`config.mk`:
```
export PLATFORM = sky130hd
export DESIGN_NAME = taylor_coef_seq
export DESIGN_NICKNAME = d
export VERILOG_FILES = /design/src/rtl/taylor_coef_seq.sv
export SDC_FILE = /design/constraint.sdc
export NUM_CORES = 1
export LEC_CHECK = 0
export ABC_AREA = 1
export BUFFER_PORTS_ARGS = -buffer_cell sky130_fd_sc_hd__buf_2
export CAP_MARGIN = 15
export CORE_ASPECT_RATIO = 0.7
export CORE_MARGIN = 2
export CORE_UTILIZATION = 45
export DETAILED_ROUTE_END_ITERATION = 8
export GPL_TIMING_DRIVEN = 1
export PLACE_DENSITY = 0.79
export SLEW_MARGIN = 15
export SYNTH_ARGS = -nofsm -noshare
export SYNTH_HDL_FRONTEND = slang
export SYNTH_SLANG_ARGS = --single-unit
```
`constraint.sdc`:
```
create_clock -name clk -period 3.2 [get_ports clk]
set_input_delay 0.32 -clock clk [delete_from_list [all_inputs] [get_ports clk]]
set_output_delay 0.32 -clock clk [all_outputs]
set_load 0.01 [all_outputs]
```
`src/rtl/taylor_coef_seq.sv`:
```
// Streams the coefficient table 2^W/((2k+1)(2k+2)) over a valid/ready port.
// One beat per cycle with registered outputs; start requests are length-checked.
module taylor_coef_seq #(
    parameter int WIDTH = 8,
    parameter int DEPTH = 8,
    parameter int AW    = $clog2(DEPTH)
) (
    input  logic             clk,
    input  logic             rst_n,
    input  logic             start,
    input  logic [AW:0]      num_terms,
    input  logic             out_ready,
    output logic             out_valid,
    output logic [WIDTH-1:0] coef,
    output logic [AW-1:0]    idx,
    output logic             last,
    output logic             busy,
    output logic             done,
    output logic             err
);

    typedef enum logic [1:0] {
        IDLE,
        RUN,
        DONE
    } state_t;

    localparam int SLOTS = 1 << AW;
    localparam logic [AW:0] MAX_N = (AW+1)'(DEPTH);

    function automatic logic [WIDTH-1:0] term(input int k);
        int q;
        q = (1 << WIDTH) / ((2 * k + 1) * (2 * k + 2));
        if (q < 1) q = 1;
        return q[WIDTH-1:0];
    endfunction

    // Slots past DEPTH are unreachable; padding keeps idx+1 in range.
    logic [WIDTH-1:0] tbl [SLOTS];
    for (genvar k = 0; k < SLOTS; k++) begin : g_tbl
        if (k < DEPTH) begin : g_used
            assign tbl[k] = term(k);
        end else begin : g_pad
            assign tbl[k] = '0;
        end
    end

    state_t        state;
    logic [AW:0]   n_lat;
    logic [AW-1:0] idx_nxt;
    logic          start_ok;
    logic          fire;

    assign idx_nxt  = idx + 1'b1;
    assign start_ok = (num_terms != '0) && (num_terms <= MAX_N);
    assign fire     = out_valid & out_ready;

    always_ff @(posedge clk) begin
        if (!rst_n) begin
            state     <= IDLE;
            n_lat     <= '0;
            out_valid <= 1'b0;
            coef      <= '0;
            idx       <= '0;
            last      <= 1'b0;
            busy      <= 1'b0;
            done      <= 1'b0;
            err       <= 1'b0;
        end else begin
            done <= 1'b0;
            err  <= 1'b0;
            unique case (state)
                IDLE: begin
                    if (start) begin
                        if (start_ok) begin
                            state     <= RUN;
                            n_lat     <= num_terms;
                            idx       <= '0;
                            coef      <= tbl[0];
                            last      <= (num_terms == (AW+1)'(1));
                            out_valid <= 1'b1;
                            busy      <= 1'b1;
                        end else begin
                            err <= 1'b1;
                        end
                    end
                end
                RUN: begin
                    if (fire) begin
                        if (last) begin
                            state     <= DONE;
                            out_valid <= 1'b0;
                            done      <= 1'b1;
                        end else begin
                            idx  <= idx_nxt;
                            coef <= tbl[idx_nxt];
                            last <= ({1'b0, idx_nxt} == n_lat - 1'b1);
                        end
                    end
                end
                DONE: begin
                    state <= IDLE;
                    busy  <= 1'b0;
                end
                default: state <= IDLE;
            endcase
        end
    end

endmodule

```
==> flow_summary.toml <==
[clocking]
cts_buffers = 3
clockBufferDepth = 2
clk-insertion-delay-late_ns = 0.30
cts_tree = "done"
cts_hold_buf = 0
cts_sinks = 20
cts_setup_buffers = 0
clk_pin_slew_ns = 0.11
cts-resized-gates = 0
cts_max_level = 1
cts-root-buf = "clkbuf_4"

[routing]
wl_met1_um = 1115
postRouteAntennaNets = 0
top_layer_used = "met4"
wl_per_cell_um = 11.13
drc = 0
viasPerCell = 4.853
vias = 990
drtPass1Iterations = 4
met2_length_um = 999
wl_met3_um = 142
drt_iter0_markers = 40
routed_wl_um = 2271

[logic_synthesis]
synth.area.top_cells = "dfxtp_1, nand2_1, nor2_1"
postSynthCellCount = 153
synth_top_area_share_pct = 37.34
synth-seq-cells = 20
syn_avg_cell_area_um2 = 7.008
synth.yosys.seq_area_share_pct = 37.34
muxShareOfSynthArea_pct = 0
synth_xor_area_share_pct = 0.8168
ys_warn_count = 0
netlist_area_um2 = 1072
synth_cell_types = 27
yosys.area_share.simple_pct = 28.70
synth_top_family_by_area = "simple AND/OR/NAND/NOR gates"
yosysTopAreaCell = "dfxtp_1"
synth_compound_gate_area_share_pct = 13.89
synth_fa_ha_area_share_pct = 7.001

[layout]
diodes = 0
drive_gt1_share_pct = 21.51
multi_input_area_um2 = 548.0
final_common_cell = "nand2_1"
regArea_um2 = 400.4
fillers = 226
nNetsFinal = 188
area_growth_pct = 11.90
layout_common_cells = "nand2_1, nor2_1, buf_2, dfxtp_1, inv_1"

[timing]
finalCritPeriodShare_pct = 55.29
fin_skew_ns = 0.005764
final_hold_viol_count = 0
setup_viol = 0
rsz0062_at_grt = "false"
tns_ns = 0
fin_hold_ws_ns = 0.3232
drv_slew = 0
period_minus_slack_ns = 1.769
clock.fmax_mhz = 565.2

[floorplanning]
die_height_um = 44.84
floorplan.initialDensity_pct = 48.58
io_pins = 24
row_count = 14
die_width_um = 62.35
design.core.area_um2 = 2207
die_area_um2 = 2796

[global_routing]
antenna_found_initial = 0
grt_pass1_vias = 892
grt_pass1_wl_um = 3898
overflow = 0
grt_max_degree = 13
track_usage_pct = 18.15

[setup_path]
required_ns = 3.45
critPathLaunchType = "flop"
arrival_ns = 2.02
cp-end-kind = "flop"
crit_path_max_fanout = 8
crit_type = "reg2reg"

[pwr]
p_per_area_nw_per_um2 = 510.0
irDropWorstVdd_uv = 207.8
p_leak_uw = 0.0006026

[place]
io_buffer_count = 21
place_hpwl_um = 1792
gp_congestion = 0.8733

[outcome]
outcome = "complete, no violations"

[min_path]
hold_class = "in2reg"

[run]
maxCapViolCount = 0
## critical path, stage by stage, from the launching register on
cell	delay, ns
dfxtp_1	0.52
ha_1	0.23
ha_1	0.29
inv_1	0.13
nand2_1	0.08
nand2_1	0.06
nand2_1	0.05
nand2_1	0.05
nand3_1	0.08
nand2_1	0.06
nand2_1	0.05
a21oi_1	0.11
## metal layers
layer | GRT usage [%] | vias up
li1 | - | 514
met1 | 23.42 | 443
met2 | 30.22 | 31
met3 | 5.985 | 2
met4 | 4.444 | 0
met5 | 0 | -
## area by class of cell
type                            instances  area share [%]
Multi-Input combinational cell        106           45.67
Inverter                               22           6.986
Timing Repair Buffer                   21           8.759
Sequential cell                        20           33.37
Tap cell                               32           3.337
Clock buffer                            3           1.877
## stage by stage
| step | utilization, % | setup WS (ns) | cell area (um2) | total power, uW | std cells |
|---|---|---|---|---|---|
| final | 54.37 | 1.431 | 1200 | 612.0 | 204 |
| after CTS | 54.37 | 1.429 | 1200 | 615.7 | 204 |
| after global routing | 54.37 | 1.269 | 1200 | 656.5 | 204 |
| after detailed placement | 53.34 | 1.457 | 1177 | 497.7 | 201 |
| after global placement | 53.34 | 1.517 | 1177 | 489.6 | 201 |
| after floorplan | - | 1.664 | 1076 | 451.1 | 154 |
## where the power goes
| group | total, uW | leakage [uW] | internal, uW | switching (uW) |
|---|---|---|---|---|
| Clock | 119 | 0.0000138 | 44.0 | 75.2 |
| Sequential | 295 | 0.000164 | 277 | 17.7 |
| Combinational | 198 | 0.000425 | 71.6 | 126 |
| Total | 612 | 0.000603 | 393 | 219 |
## sequential cells by signal (all words and copies together) (netlist names)
name       cells
state          2
n_lat          4
out_valid      1
busy           1
idx            3
last           1
done           1
coef           6
err            1
## synthesized netlist by cell type
cell type and instances:
nand2_1 32, nor2_1 21, dfxtp_1 20, inv_1 19
a21oi_1 11, nand3_1 8, ha_1 6, o21ai_1 6
o21ai_0 5, buf_4 3, nor2_2 3, a21oi_2 2
nand2_2 2, nor3_1 2, a211oi_2 1, buf_2 1
buf_6 1, clkbuf_2 1, clkinv_1 1, clkinv_2 1
conb_1 1, inv_2 1, nand3_2 1, nand3b_1 1
nor3_2 1, o21ai_2 1, xnor2_1 1
## logic make-up (layout without fill, tap and decap cells)
kind of cell | count (synthesis) | after routing
XOR/XNOR | 1 | 1
buffers and inverters | 28 | 46
adder cells (fa/ha/maj) | 6 | 6
other | 1 | 2
AND/OR/NAND/NOR | 71 | 71
flip-flops | 20 | 20
AO/OA/AOI/OAI | 26 | 26
## path summary, 6_finish.rpt
path	cells after the start	start	slack, ns	endpoint
max	11	idx[0]	1.43	last
min	3	num_terms[1]	0.32	n_lat[1]
max reg2reg	11	idx[0]	1.43	last
min reg2reg	2	out_valid	0.46	out_valid
No activity file was read; power rests on OpenSTA's default activity.
